`src/rtl/afifo_rd_drain.sv`:
```
// Read-side drain for an async FIFO: hides the FIFO's one-cycle registered read behind a
// 3-entry elastic buffer and a valid/ready output, and counts delivered words.
module afifo_rd_drain #(
  parameter int DATA_WIDTH = 8,
  parameter int CNT_WIDTH  = 16
) (
  input  logic                  rdclk,
  input  logic                  arst,
  input  logic                  enable,
  input  logic                  fifo_empty,
  output logic                  fifo_rd_en,
  input  logic [DATA_WIDTH-1:0] fifo_rd_data,
  output logic                  m_valid,
  output logic [DATA_WIDTH-1:0] m_data,
  input  logic                  m_ready,
  output logic [CNT_WIDTH-1:0]  rd_count
);

  logic [1:0]           occ_q, occ_d;
  logic [1:0]           head_q, head_d;
  logic [1:0]           tail_q, tail_d;
  logic                 infl_q;
  logic [DATA_WIDTH-1:0] mem_q [3];
  logic [CNT_WIDTH-1:0] cnt_q, cnt_d;
  logic [2:0]           pend;
  logic                 push, pop;

  function automatic logic [1:0] ptr_inc(input logic [1:0] p);
    return (p == 2'd2) ? 2'd0 : p + 2'd1;
  endfunction

  // Reserve a slot for the word still in flight so a read never outruns the buffer.
  assign pend       = {1'b0, occ_q} + {2'b00, infl_q};
  assign fifo_rd_en = ~arst & enable & ~fifo_empty & (pend < 3'd3);

  assign push     = infl_q;
  assign m_valid  = (occ_q != 2'd0);
  assign pop      = m_valid & m_ready;
  assign rd_count = cnt_q;

  always_comb begin
    m_data = mem_q[2];
    case (head_q)
      2'd0:    m_data = mem_q[0];
      2'd1:    m_data = mem_q[1];
      default: m_data = mem_q[2];
    endcase
  end

  always_comb begin
    occ_d  = occ_q;
    head_d = head_q;
    tail_d = tail_q;
    cnt_d  = cnt_q;
    case ({push, pop})
      2'b10:   occ_d = occ_q + 2'd1;
      2'b01:   occ_d = occ_q - 2'd1;
      default: occ_d = occ_q;
    endcase
    if (pop) begin
      head_d = ptr_inc(head_q);
      cnt_d  = cnt_q + CNT_WIDTH'(1);
    end
    if (push) begin
      tail_d = ptr_inc(tail_q);
    end
  end

  always_ff @(posedge rdclk or posedge arst) begin
    if (arst) begin
      occ_q  <= 2'd0;
      head_q <= 2'd0;
      tail_q <= 2'd0;
      infl_q <= 1'b0;
      cnt_q  <= '0;
      for (int i = 0; i < 3; i++) begin
        mem_q[i] <= '0;
      end
    end else begin
      occ_q  <= occ_d;
      head_q <= head_d;
      tail_q <= tail_d;
      infl_q <= fifo_rd_en;
      cnt_q  <= cnt_d;
      for (int i = 0; i < 3; i++) begin
        if (push && (tail_q == 2'(i))) begin
          mem_q[i] <= fifo_rd_data;
        end
      end
    end
  end

endmodule

```
`config.mk`:
```
export PLATFORM = sky130hd
export DESIGN_NAME = afifo_rd_drain
export DESIGN_NICKNAME = d
export VERILOG_FILES = /design/src/rtl/afifo_rd_drain.sv
export SDC_FILE = /design/constraint.sdc
export NUM_CORES = 1
export LEC_CHECK = 0
export ABC_AREA = 1
export CAP_MARGIN = 25
export CORE_AREA = 2 2 70 88
export CTS_BUF_LIST = sky130_fd_sc_hd__clkbuf_8
export DETAILED_ROUTE_END_ITERATION = 12
export DIE_AREA = 0 0 72 90
export GPL_ROUTABILITY_DRIVEN = 0
export PLACE_DENSITY_LB_ADDON = 0.08
export SETUP_SLACK_MARGIN = 0.2
export SYNTH_ARGS = -nofsm -noshare
export SYNTH_HDL_FRONTEND = slang
export SYNTH_SLANG_ARGS = --single-unit
```
`constraint.sdc`:
```
create_clock -name rdclk -period 2.8 [get_ports rdclk]
set_input_delay 0.28 -clock rdclk [delete_from_list [all_inputs] [get_ports rdclk]]
set_output_delay 0.28 -clock rdclk [all_outputs]
set_load 0.005 [all_outputs]
```
==> run summary <==
GLOBAL ROUTE
--------------------------------------------------------------------------------
Via count of the first global-routing pass ........................        1,811
Wire length of the first global-routing pass ......................      8340 um
Number of antenna violations at the first check in global routing .            0
Global route total overflow .......................................            0
Tot GR Track Use ..................................................        0.162
Largest net degree at the start of global routing .................           48

WORST SETUP PATH
--------------------------------------------------------------------------------
Setup slack of the worst register-to-register path ................      1.22 ns
Critical Path Max Stage Delay .....................................      0.53 ns
Kind of start point of the critical path ..........................    flip-flop
Cell seen most often among critical-path stages ...................         ha_1
Worst r2r path cells ..............................................            6
Endpoint kind of the worst setup timing path ......................  output port
CP Data Required Time .............................................      2.52 ns
Cell with the largest stage delay on the worst path ............... clkdlybuf4s50_1
Launch point of the critical path ................................. occ_q[0]$_DFFE_PP0P_
Arrival @ worst endpoint ..........................................      1.97 ns
Type of the setup path with the least slack .......................   reg -> out
Max FO, Critical Path .............................................            6
Critical register-to-register path endpoint ....................... occ_q[1]$_DFFE_PP0P_
Startpoint of the most critical register-to-register path ......... occ_q[0]$_DFFE_PP0P_
Cell chain of the critical path ................................... ha_1, ha_1, nor2_1, nand3_1, a21oi_1, clkdlybuf4s50_1
End point of the critical path ....................................   fifo_rd_en

LOGIC SYNTHESIS
--------------------------------------------------------------------------------
Library cell with the highest instance count after synthesis ......      nand2_1
Yosys reg bits ....................................................           47
Number of synthesized flops with an enable pin ....................            0
Share of the yosys chip area belonging to registers ...............        0.536
Number of warnings issued by yosys ................................            0
List of most frequent post-synthesis cells ........................ 85 x nand2_1, 47 x dfrtp_1, 32 x inv_1, 30 x o21ai_0, 20 x nand3_1
Dominant register cell in the synthesized netlist .................      dfrtp_1
Mean instance size in the synthesized netlist .....................     8.34 um2
Number of distinct library cells after synthesis ..................           21
Post-synthesis async set-or-reset flop share ......................         1.00
Instance count of the mapped netlist ..............................          263
Net count after synthesis .........................................          280
Largest cells by area after synthesis ............................. dfrtp_1 54%, nand2_1 15%, o21ai_0 6.8%, inv_1 5.5%, nand3_1 4.6%
Top cell type's share of synthesized area .........................        0.536
Biggest area consumer among synthesized cells .....................      dfrtp_1
Cell area after technology mapping ................................     2190 um2

CELLS AND AREA
--------------------------------------------------------------------------------
Post-synthesis to final-layout area growth ........................        27.2%
Ratio of cells with drive above 1 in the final layout .............       0.0586
Antenna diode count ...............................................            0
Area taken by multi-input logic gates .............................      883 um2
Fill cells ........................................................          579
Nets@finish .......................................................          323
Register area .....................................................     1180 um2

PWR
--------------------------------------------------------------------------------
Internal Dissipation ..............................................    0.00181 W
Part of the total power dissipated in sequential elements .........        0.426
P_leak ............................................................      1.38 nW
Worst voltage drop across the vdd grid ............................     0.377 mV
Part of the power in combinational logic ..........................        0.355
Switching power share of the total ................................        0.324
Clock network fraction of design power ............................        0.219
Sw power ..........................................................   0.000865 W
Power per Cell Area ...............................................   958 nW/um2

FLOORPLAN
--------------------------------------------------------------------------------
Initial Utilization ...............................................        0.385
I/O Pins ..........................................................           39
Die area ..........................................................     6480 um2
Vertical die dimension ............................................        90 um
Standard cell core area ...........................................     5700 um2
Number of cell rows ...............................................           31
DIE WIDTH .........................................................        72 um

CLOCK TREE
--------------------------------------------------------------------------------
Post-CTS setup buffer count .......................................            0
CTS tree ..........................................................        built
Clock-pin transition on the worst setup and hold timing paths .....      0.08 ns
Clock buffer count from CTS .......................................            5
Clock tree root driver cell .......................................     clkbuf_8
Count of hold-fix buffers inserted at cts .........................            0
H-tree level count ................................................            2
Maximum clock path buffer count ...................................            2
Clock latency on the worst-skew pair ..............................      0.30 ns
TritonCTS sink count ..............................................           47

DRT
--------------------------------------------------------------------------------
Total wirelength of the detailed-routed design ....................      4640 um
Routed Antenna Nets ...............................................            0
Iteration-0 DRC count of the detailed router ......................           99
Vias per inst .....................................................         4.72
Total DRC errors in the routed layout .............................            0
DR pass1 iterations ...............................................            4
WL/cell ...........................................................      12.4 um
Vias ..............................................................        1,759

TIMING
--------------------------------------------------------------------------------
Worst Slack Setup Final ...........................................     0.547 ns
Final max-slew violation count ....................................            0
Summed negative setup slack over all endpoints ....................         0 ns
Unrepaired setup endpoints after global routing ...................           no
Total of endpoints with negative setup slack in the final report ..            0
Shortest period the worst path allows .............................      2.25 ns
Worst slew pin tran ...............................................     0.651 ns
Worst clock skew ..................................................   0.00783 ns
Count of endpoints failing hold in the final timing report ........            0
Max_slew headroom .................................................        0.564
Achievable clock frequency ........................................      444 MHz
Share of the clock period used by the worst path after layout .....        0.805

FLOW RUN
--------------------------------------------------------------------------------
Max-cap violation count ...........................................            0

MIN PATH
--------------------------------------------------------------------------------
Worst hold path type ..............................................  in -> async

OUTCOME
--------------------------------------------------------------------------------
Result of the run ................................................. complete, no violations

PLACED DESIGN
--------------------------------------------------------------------------------
Placement Setup Slack .............................................     0.667 ns
Detailed placer's ending HPWL .....................................      3210 um
Number of buffers inserted by port buffering ......................           38

[layout by cell type, fill, tap and decap left out, types with 2 or more instances in the layout]
| cell type | count |
|---|---|
| buf_4 | 2 |
| bufinv_16 | 2 |
| a21oi_1 | 2 |
| nor2_2 | 4 |
| clkbuf_8 | 5 |
| xnor2_1 | 6 |
| clkdlybuf4s50_1 | 38 |
| ha_1 | 4 |
| nor2_1 | 16 |
| o21ai_0 | 30 |
| nand2_1 | 85 |
| inv_1 | 32 |
| xor2_1 | 5 |
| nand3_1 | 20 |
| dfrtp_1 | 47 |
[logic make-up (layout without fill, tap and decap cells)]
logic type / Yosys count / count (layout) / synth area share
AOI/OAI and AO/OA: 33 / 33 / 0.0753
adders and majority gates: 4 / 4 / 0.0228
xor gates and xnor gates: 11 / 11 / 0.0439
DFF: 47 / 47 / 0.536
and+or+nand+nor: 132 / 132 / 0.260
buffers and inverters: 36 / 80 / 0.0622
[critical path: cells and delay by family (launching register included)]
kind	cells	cell delay, ns
compound gates	1	0.15
flops	1	0.46
simple gates	2	0.15
fa+ha+maj	2	0.40
buf+inv	1	0.53
[power by group through the flow]
stage | clock network (W) | registers (W) | logic (W)
2_1_floorplan | 0 | 0.00109 | 0.000542
3_3_place_gp | 0 | 0.00115 | 0.000952
3_5_place_dp | 0 | 0.00115 | 0.000970
4_1_cts | 0.000603 | 0.00114 | 0.000974
5_1_grt | 0.000627 | 0.00118 | 0.00110
6_report | 0.000584 | 0.00114 | 0.000950
[registers in the layout (all words and copies together), names as in the netlist]
signal and flops:
head_q 2, infl_q 1, mem_q 24, occ_q 2, rd_count 16, tail_q 2
[metrics by stage]
stage	hold slack, ns	area, um2	total power [W]	cells	util
4_1_cts	0.497	2790	0.00272	373	0.489
3_3_place_gp	0.468	2660	0.00210	365	0.466
5_1_grt	0.518	2790	0.00291	373	0.489
6_report	0.457	2790	0.00267	373	0.489
3_5_place_dp	0.474	2660	0.00212	365	0.466
2_1_floorplan	0.441	2190	0.00163	263	-
[routing by layer]
metal | part of all wire | GRT usage | vias up
met5 | 0 | 0 | -
met4 | 0.018 | 0.0503 | 0
met3 | 0.040 | 0.0381 | 7
met2 | 0.47 | 0.269 | 33
met1 | 0.47 | 0.205 | 813
li1 | - | - | 906
[timing repair]
item / CTS / global route
endpoints found under the hold margin: 0 / 0
resized for setup: 0 / 1
endpoints found under the setup margin: 0 / 8
[layout make-up]
| cell class | instances | area share |
|---|---|---|
| flip-flops and latches | 47 | 0.422 |
| multi-input cells | 180 | 0.317 |
| repair buffers | 40 | 0.142 |
| inverters | 32 | 0.0430 |
| well taps | 66 | 0.0296 |
| clock buffers | 5 | 0.0247 |
| clock inverters | 3 | 0.0229 |
[worst min-delay path by stage]
stage / start / end / cells after the start
2_1_floorplan: enable / infl_q$_DFF_PP0_ / 2
5_1_grt: mem_q[9]$_DFFE_PP0P_ / mem_q[9]$_DFFE_PP0P_ / 2
4_1_cts: arst / tail_q[0]$_DFFE_PP0P_ / 3
3_3_place_gp: mem_q[18]$_DFFE_PP0P_ / mem_q[18]$_DFFE_PP0P_ / 2
6_report: arst / rd_count[2]$_DFFE_PP0P_ / 3
3_5_place_dp: mem_q[22]$_DFFE_PP0P_ / mem_q[22]$_DFFE_PP0P_ / 2
(Power assumes the default switching activity.)
